File: src/rtl/sdp_ram_be_if.sv
// Write/read/status bundle for sdp_ram_be.
// SDP_RAM_PARITY_EN adds err_inj (master to slave) and parity_err (slave to master).
interface sdp_ram_be_if #(
    parameter int unsigned DATA_WIDTH = 32,
    parameter int unsigned ADDR_WIDTH = 6,
    parameter int unsigned BYTE_WIDTH = 8
);
    localparam int unsigned NB = DATA_WIDTH / BYTE_WIDTH;

    logic                  wren;
    logic [NB-1:0]         wrbe;
    logic [ADDR_WIDTH-1:0] addrwr;
    logic [DATA_WIDTH-1:0] din;
    logic                  rden;
    logic [ADDR_WIDTH-1:0] addrrd;
    logic [DATA_WIDTH-1:0] dout;
    logic                  dout_vld;
    logic                  busy;
`ifdef SDP_RAM_PARITY_EN
    logic                  err_inj;
    logic [NB-1:0]         parity_err;

    modport master (
        output wren, wrbe, addrwr, din, rden, addrrd, err_inj,
        input  dout, dout_vld, busy, parity_err
    );
    modport slave (
        input  wren, wrbe, addrwr, din, rden, addrrd, err_inj,
        output dout, dout_vld, busy, parity_err
    );
`else
    modport master (
        output wren, wrbe, addrwr, din, rden, addrrd,
        input  dout, dout_vld, busy
    );
    modport slave (
        input  wren, wrbe, addrwr, din, rden, addrrd,
        output dout, dout_vld, busy
    );
`endif
endinterface

File: src/rtl/sdp_ram_be.sv
// Simple dual-port RAM: byte-lane writes, 1- or 2-cycle reads, array cleared after reset.
// Define SDP_RAM_PARITY_EN for per-lane even parity with error injection.
module sdp_ram_be #(
    parameter int unsigned DATA_WIDTH = 32,
    parameter int unsigned ADDR_WIDTH = 6,
    parameter int unsigned BYTE_WIDTH = 8,
    parameter int unsigned RD_LATENCY = 1,
    parameter int unsigned RDW_MODE   = 1
) (
    input logic         clk,
    input logic         rst_n,
    sdp_ram_be_if.slave bus
);
    localparam int unsigned NB    = DATA_WIDTH / BYTE_WIDTH;
    localparam int unsigned DEPTH = 2 ** ADDR_WIDTH;

    if (RD_LATENCY != 1 && RD_LATENCY != 2) begin : g_bad_latency
        $error("sdp_ram_be: RD_LATENCY must be 1 or 2");
    end
    if (DATA_WIDTH % BYTE_WIDTH != 0) begin : g_bad_width
        $error("sdp_ram_be: DATA_WIDTH must be a multiple of BYTE_WIDTH");
    end

    typedef logic [NB-1:0][BYTE_WIDTH-1:0] word_t;
    typedef enum logic [0:0] {StClear, StRun} state_e;

    state_e                state_q, state_d;
    logic [ADDR_WIDTH-1:0] clr_addr_q, clr_addr_d;
    logic                  clearing, wr_fire, rd_fire, collide;
    word_t                 mem [DEPTH];
    word_t                 din_w, rd_merged;
    word_t                 s_data, dout_q;
    logic                  s_vld, dout_vld_q;

    assign clearing = (state_q == StClear);
    assign wr_fire  = bus.wren & ~clearing;
    assign rd_fire  = bus.rden & ~clearing;
    assign collide  = wr_fire & rd_fire & (bus.addrwr == bus.addrrd);
    assign din_w    = bus.din;

    always_comb begin
        state_d    = state_q;
        clr_addr_d = clr_addr_q;
        unique case (state_q)
            StClear: begin
                clr_addr_d = clr_addr_q + 1'b1;
                if (&clr_addr_q) state_d = StRun;
            end
            StRun: state_d = StRun;
        endcase
    end

    always_ff @(posedge clk or negedge rst_n) begin
        if (!rst_n) begin
            state_q    <= StClear;
            clr_addr_q <= '0;
        end else begin
            state_q    <= state_d;
            clr_addr_q <= clr_addr_d;
        end
    end

`ifdef SDP_RAM_PARITY_EN
    logic [NB-1:0] par_mem [DEPTH];
    logic [NB-1:0] wr_par, rd_par, rd_err, s_err, perr_q;

    // err_inj flips the stored bit so a later read of that lane reports a mismatch
    always_comb begin
        for (int i = 0; i < int'(NB); i++) wr_par[i] = (^din_w[i]) ^ bus.err_inj;
    end
`endif

    always_ff @(posedge clk) begin
        if (clearing) begin
            mem[clr_addr_q] <= '0;
`ifdef SDP_RAM_PARITY_EN
            par_mem[clr_addr_q] <= '0;
`endif
        end else if (wr_fire) begin
            for (int i = 0; i < int'(NB); i++) begin
                if (bus.wrbe[i]) begin
                    mem[bus.addrwr][i] <= din_w[i];
`ifdef SDP_RAM_PARITY_EN
                    par_mem[bus.addrwr][i] <= wr_par[i];
`endif
                end
            end
        end
    end

    // Write-first collisions forward the enabled lanes of din; the array write proceeds anyway.
    always_comb begin
        rd_merged = mem[bus.addrrd];
        if (RDW_MODE == 1 && collide) begin
            for (int i = 0; i < int'(NB); i++) begin
                if (bus.wrbe[i]) rd_merged[i] = din_w[i];
            end
        end
    end

`ifdef SDP_RAM_PARITY_EN
    always_comb begin
        rd_par = par_mem[bus.addrrd];
        if (RDW_MODE == 1 && collide) begin
            for (int i = 0; i < int'(NB); i++) begin
                if (bus.wrbe[i]) rd_par[i] = wr_par[i];
            end
        end
        for (int i = 0; i < int'(NB); i++) rd_err[i] = (^rd_merged[i]) ^ rd_par[i];
    end
`endif

    if (RD_LATENCY == 1) begin : g_lat1
        assign s_vld  = rd_fire;
        assign s_data = rd_merged;
`ifdef SDP_RAM_PARITY_EN
        assign s_err  = rd_err;
`endif
    end else begin : g_lat2
        logic  s1_vld_q;
        word_t s1_data_q;
`ifdef SDP_RAM_PARITY_EN
        logic [NB-1:0] s1_err_q;
`endif
        always_ff @(posedge clk or negedge rst_n) begin
            if (!rst_n) begin
                s1_vld_q  <= 1'b0;
                s1_data_q <= '0;
`ifdef SDP_RAM_PARITY_EN
                s1_err_q  <= '0;
`endif
            end else begin
                s1_vld_q <= rd_fire;
                if (rd_fire) begin
                    s1_data_q <= rd_merged;
`ifdef SDP_RAM_PARITY_EN
                    s1_err_q  <= rd_err;
`endif
                end
            end
        end
        assign s_vld  = s1_vld_q;
        assign s_data = s1_data_q;
`ifdef SDP_RAM_PARITY_EN
        assign s_err  = s1_err_q;
`endif
    end

    // dout keeps its last value between results; only dout_vld drops
    always_ff @(posedge clk or negedge rst_n) begin
        if (!rst_n) begin
            dout_q     <= '0;
            dout_vld_q <= 1'b0;
`ifdef SDP_RAM_PARITY_EN
            perr_q     <= '0;
`endif
        end else begin
            dout_vld_q <= s_vld;
            if (s_vld) dout_q <= s_data;
`ifdef SDP_RAM_PARITY_EN
            perr_q <= s_vld ? s_err : '0;
`endif
        end
    end

    assign bus.dout     = dout_q;
    assign bus.dout_vld = dout_vld_q;
    assign bus.busy     = clearing;
`ifdef SDP_RAM_PARITY_EN
    assign bus.parity_err = perr_q;
`endif

endmodule
File: src/flat_wrapper.sv
// flat-port wrapper written by rule: the top's interface ports become plain ports
module sdp_ram_be_flat 
#(
    parameter int unsigned DATA_WIDTH = 32,
    parameter int unsigned ADDR_WIDTH = 6,
    parameter int unsigned BYTE_WIDTH = 8,
    parameter int unsigned RD_LATENCY = 1,
    parameter int unsigned RDW_MODE   = 1
)
  (clk, rst_n, bus_wren, bus_wrbe, bus_addrwr, bus_din, bus_rden, bus_addrrd, bus_dout, bus_dout_vld, bus_busy);
  sdp_ram_be_if #(.DATA_WIDTH(DATA_WIDTH), .ADDR_WIDTH(ADDR_WIDTH), .BYTE_WIDTH(BYTE_WIDTH)) bus_i ();
  input logic clk;
  input logic rst_n;
  input wire logic [$bits(bus_i.wren)-1:0] bus_wren;
  input wire logic [$bits(bus_i.wrbe)-1:0] bus_wrbe;
  input wire logic [$bits(bus_i.addrwr)-1:0] bus_addrwr;
  input wire logic [$bits(bus_i.din)-1:0] bus_din;
  input wire logic [$bits(bus_i.rden)-1:0] bus_rden;
  input wire logic [$bits(bus_i.addrrd)-1:0] bus_addrrd;
  output wire logic [$bits(bus_i.dout)-1:0] bus_dout;
  output wire logic [$bits(bus_i.dout_vld)-1:0] bus_dout_vld;
  output wire logic [$bits(bus_i.busy)-1:0] bus_busy;
  assign bus_i.wren = bus_wren;
  assign bus_i.wrbe = bus_wrbe;
  assign bus_i.addrwr = bus_addrwr;
  assign bus_i.din = bus_din;
  assign bus_i.rden = bus_rden;
  assign bus_i.addrrd = bus_addrrd;
  assign bus_dout = bus_i.dout;
  assign bus_dout_vld = bus_i.dout_vld;
  assign bus_busy = bus_i.busy;
  sdp_ram_be #(.DATA_WIDTH(DATA_WIDTH), .ADDR_WIDTH(ADDR_WIDTH), .BYTE_WIDTH(BYTE_WIDTH), .RD_LATENCY(RD_LATENCY), .RDW_MODE(RDW_MODE)) u_core (.clk(clk), .rst_n(rst_n), .bus(bus_i));
endmodule
File: config.mk
export PLATFORM = sky130hd
export DESIGN_NAME = sdp_ram_be_flat
export DESIGN_NICKNAME = d
export VERILOG_FILES = /design/src/rtl/sdp_ram_be_if.sv /design/src/rtl/sdp_ram_be.sv /design/src/flat_wrapper.sv
export SDC_FILE = /design/constraint.sdc
export NUM_CORES = 2
export LEC_CHECK = 0
export BUFFER_PORTS_ARGS = -buffer_cell sky130_fd_sc_hd__buf_4
export CELL_PAD_IN_SITES_DETAIL_PLACEMENT = 1
export CELL_PAD_IN_SITES_GLOBAL_PLACEMENT = 1
export CORE_ASPECT_RATIO = 0.5
export CORE_UTILIZATION = 51
export CTS_CLUSTER_SIZE = 30
export DETAILED_ROUTE_END_ITERATION = 8
export PLACE_DENSITY = 0.79
export REMOVE_ABC_BUFFERS = 1
export SLEW_MARGIN = 20
export SYNTH_ARGS = -nofsm -noshare
export SYNTH_HDL_FRONTEND = slang
export SYNTH_SLANG_ARGS = --single-unit
File: constraint.sdc
create_clock -name clk -period 2.9 [get_ports clk]
set_input_delay 0.29 -clock clk [delete_from_list [all_inputs] [get_ports clk]]
set_output_delay 0.29 -clock clk [all_outputs]
set_load 0.03 [all_outputs]
==> key figures <==
Run status
  – Result of the run: finished, violations left
  – Failing checks: setup timing

GRT
  – Pin count of the biggest net entering global routing: 65
  – Number of global-route vias before repair: 48.0k
  – Global-route wire length before repair: 380000 um
  – GR Util All Layers: 33.8%
  – Number of antenna violations at the first check in global routing: 21
  – Overall overflow remaining after global route: 0

Power and ir drop
  – Proportion of power drawn by flip-flops and latches: 54.9%
  – Power Density: 628 nW/um^2
  – Cell internal power dissipation: 46.3 mW
  – Clk network pwr share: 42.1%
  – Net switching share of the total power: 22.0%
  – Peak VDD IR: 466 uV
  – Logic pwr share: 3.0%
  – Net Sw Power: 13.1 mW
  – Leakage dissipation: 25.6 nW

Timing
  – Worst slew margin relative to its limit: 19.0%
  – Total count of max-transition violations in the final report: 0
  – RSZ-0062 raised after global routing: yes
  – Final number of hold-violating endpoints: 0
  – Peak clock frequency supported by timing: 0.335 GHz
  – Final Skew: 0.0453 ns
  – Fin worst setup slack: -0.0862 ns
  – Smallest hold slack: 0.123 ns
  – Final min period: 2.99 ns
  – Transition time of the tightest slew-check pin: 1.21 ns
  – Final cycle utilization of the critical path: 103%
  – Final-layout setup total negative slack: -4.50 ns
  – Finish-stage setup viols: 108

Flow run
  – Max capacitance violation total: 0

Clock tree
  – Clock buffer count from CTS: 177
  – Buffer depth of the longest clock path: 3
  – Post-CTS repair timing setup buffer count: 0
  – Clock latency reported for the late side of the worst-skew pair: 0.86 ns
  – Clock root buffer: sky130_fd_sc_hd__clkbuf_16
  – CTS HTree Levels: 4
  – TritonCTS clock tree: built
  – Clock transition at the registers of the reported paths: 0.08 ns
  – TritonCTS sink count: 2088

Final layout
  – Growth of design area from synthesis to finish: 16.5%
  – Leading cell types in the layout, fill and taps excluded: 2048 x sky130_fd_sc_hd__edfxtp_1, 549 x sky130_fd_sc_hd__mux4_2, 521 x sky130_fd_sc_hd__buf_4, 265 x sky130_fd_sc_hd__nor2_1, 180 x sky130_fd_sc_hd__clkbuf_16
  – Number of non-filler instances in the completed layout: 6601
  – Nets: 4396
  – Layout cell share with drive strength beyond 1: 33.3%
  – Most frequent standard cell in the layout excluding fill and tap cells: sky130_fd_sc_hd__edfxtp_1

Floorplanning
  – Die area: 161000 um^2
  – Count of boundary I/O pins: 86
  – Die Wd: 566 um
  – Initial core utilization: 51.4%
  – Core Box Area: 158000 um^2
  – Vertical die dimension: 284 um
  – # rows: 103

Logic synthesis
  – Most area-consuming cells after synthesis: sky130_fd_sc_hd__edfxtp_1 76%, sky130_fd_sc_hd__mux4_2 15%, sky130_fd_sc_hd__nor2_1 1.3%
  – Biggest area consumer among synthesized cells: sky130_fd_sc_hd__edfxtp_1
  – Count of flip-flops with a built-in enable after synthesis: 2048
  – Number of storage elements in the synthesis netlist: 2088
  – Proportion of register bits with asynchronous set or reset after synthesis: 1.92%
  – Share of Yosys cell area claimed by the top area cell type: 75.8%
  – Mapped Cells: 3738
  – Number of synthesis warnings: 0
  – Cell area after synthesis: 81200 um^2
  – Most frequently used flop master after synthesis: sky130_fd_sc_hd__edfxtp_1
  – Average cell area after synthesis: 21.7 um^2
  – Share of the yosys chip area belonging to registers: 77.0%
  – Count of cell types in the netlist: 54

Placed design
  – Sum of net half-perimeters after detailed placement: 147000 um
  – Routability congestion estimate: 0.854
  – Placed cell count: 6231
  – Input/output buffers: 85
  – Setup slack at placement: -0.604 ns

Setup path
  – Crit-path slowest cell: sky130_fd_sc_hd__nor2_1
  – Critical path startpoint: u_core.state_q$_DFF_PN0_
  – Worst R2R Path Depth: 7
  – Critical path class: flop to flop
  – Crit path required time: 3.35 ns
  – Series of cell instances along the critical path: nand2_1, nor2_4, buf_4, mux2i_1, nand2_2, buf_4, nor2_1
  – Slowest cell delay on critical path: 0.73 ns
  – Critical path startpoint category: flop
  – Type of destination of the critical path: flop
  – WP data arrival: 3.44 ns
  – Worst R2R Start: u_core.state_q$_DFF_PN0_
  – Cell seen most often among critical-path stages: sky130_fd_sc_hd__buf_4
  – Biggest fanout along the worst timing path: 16

Hold path
  – Type of the tightest min-delay check: input pin to async pin

Detailed routing
  – WL per Instance: 41.2 um
  – Remaining DRCs: 0
  – Total wire length after detailed routing: 272000 um
  – Total number of vias: 47.3k
  – First-iteration detailed-routing DRC count: 9100
  – Final antenna-violating net count: 0
  – Post-DR vias/cell: 7.16
  – Detailed-router iteration count before antenna repair: 6
==> through the flow <==
stage                     area [um^2]  utilization (%)  power [mW]
after detailed placement        88400             56.0        34.9
after CTS                       94400             59.8        58.7
after global routing            94500             59.9        60.1
final                           94500             59.9        59.4
after global placement          88400             56.0        34.9
after floorplan                 80100                -        33.8
==> worst max-delay path, delay by kind of cell (launching register included) <==
| family | cells | cell delay, ns |
|---|---|---|
| and+or+nand+nor | 4 | 1.31 |
| buffers and inverters | 2 | 0.50 |
| muxes | 1 | 0.38 |
| DFF | 1 | 0.37 |
==> cells in the mapped netlist, types with 5 or more instances <==
cell,count
sky130_fd_sc_hd__dfrtp_1,40
sky130_fd_sc_hd__o211ai_1,10
sky130_fd_sc_hd__clkbuf_1,75
sky130_fd_sc_hd__a22oi_1,118
sky130_fd_sc_hd__nand4_1,11
sky130_fd_sc_hd__buf_6,17
sky130_fd_sc_hd__a211oi_1,6
sky130_fd_sc_hd__mux4_2,549
sky130_fd_sc_hd__o2111ai_1,6
sky130_fd_sc_hd__o22ai_1,6
sky130_fd_sc_hd__nand2_1,102
sky130_fd_sc_hd__a222oi_1,7
sky130_fd_sc_hd__nor2b_1,12
sky130_fd_sc_hd__buf_1,45
sky130_fd_sc_hd__mux2_2,20
sky130_fd_sc_hd__nor2_1,284
sky130_fd_sc_hd__nand3_1,13
sky130_fd_sc_hd__buf_2,63
sky130_fd_sc_hd__mux2i_1,85
sky130_fd_sc_hd__o41ai_1,10
sky130_fd_sc_hd__xor2_1,7
sky130_fd_sc_hd__and2_1,35
sky130_fd_sc_hd__buf_4,14
sky130_fd_sc_hd__and3_1,5
sky130_fd_sc_hd__o21ai_0,9
sky130_fd_sc_hd__nand2b_1,14
sky130_fd_sc_hd__edfxtp_1,2048
sky130_fd_sc_hd__nand3b_1,7
sky130_fd_sc_hd__a21oi_1,67
==> flip-flops by register name, summed over array words and instances, names as in the netlist <==
| name | flops |
|---|---|
| u_core.bus.dout | 32 |
| u_core.bus.dout_vld | 1 |
| u_core.clr_addr_q | 6 |
| u_core.mem | 2048 |
| u_core.state_q | 1 |
==> cells by family after synthesis <==
family	synth area share (%)
XOR/XNOR	0.119
AO/OA/AOI/OAI	2.28
flip-flops	77.0
multiplexers	16.6
AND/OR/NAND/NOR	2.68
buffers and inverters	1.33
adder cells (fa/ha/maj)	0.0154
==> metal layers <==
| layer | global-route usage, % | wire length [um] | vias up |
|---|---|---|---|
| li1 | - | - | 16800 |
| met1 | 43.5 | 90800 | 24400 |
| met2 | 53.4 | 128000 | 4938 |
| met3 | 9.00 | 36700 | 1031 |
| met4 | 17.9 | 16000 | 12 |
| met5 | 0 | 85 | - |
==> layout make-up <==
type                       count  area, um^2
antenna                       12        30.0
clock buffer                 231        4770
tap                         2100        2630
fill                       13000       63300
multi-input combinational   1432       17700
clock inverter                94         911
inverter                       3        11.3
sequential                  2088       62500
timing repair buffer         641        5960
==> power by group through the flow <==
stage          clock [mW]  sequential, mW  combinational (mW)
2_1_floorplan           0            33.3               0.555
3_3_place_gp            0            33.3                1.62
3_5_place_dp            0            33.3                1.66
4_1_cts              24.4            32.6                1.73
5_1_grt              25.7            32.6                1.82
6_report             25.0            32.6                1.80
==> repair_timing <==
action,4_1_cts,5_1_grt
resized for setup,2,21
endpoints found under the setup margin,30,263
hold buffers,33,0
endpoints found under the hold margin,72,0
==> worst paths after layout <==
| kind | endpoint | slack (ns) |
|---|---|---|
| worst min register to register | u_core.bus.dout[14]$_DFFE_PN0P_ | 0.62 |
| worst max-delay path | u_core.mem[50][5]$_DFFE_PP_ | -0.09 |
| max in group asynchronous | u_core.bus.dout[4]$_DFFE_PN0P_ | 2.11 |
| worst min-delay path | u_core.bus.dout[18]$_DFFE_PN0P_ | 0.12 |
| min in group clk | u_core.bus.dout[24]$_DFFE_PN0P_ | 0.17 |
| worst max register to register | u_core.mem[50][5]$_DFFE_PP_ | -0.09 |
Note: power is estimated with default switching activity, not from simulation.
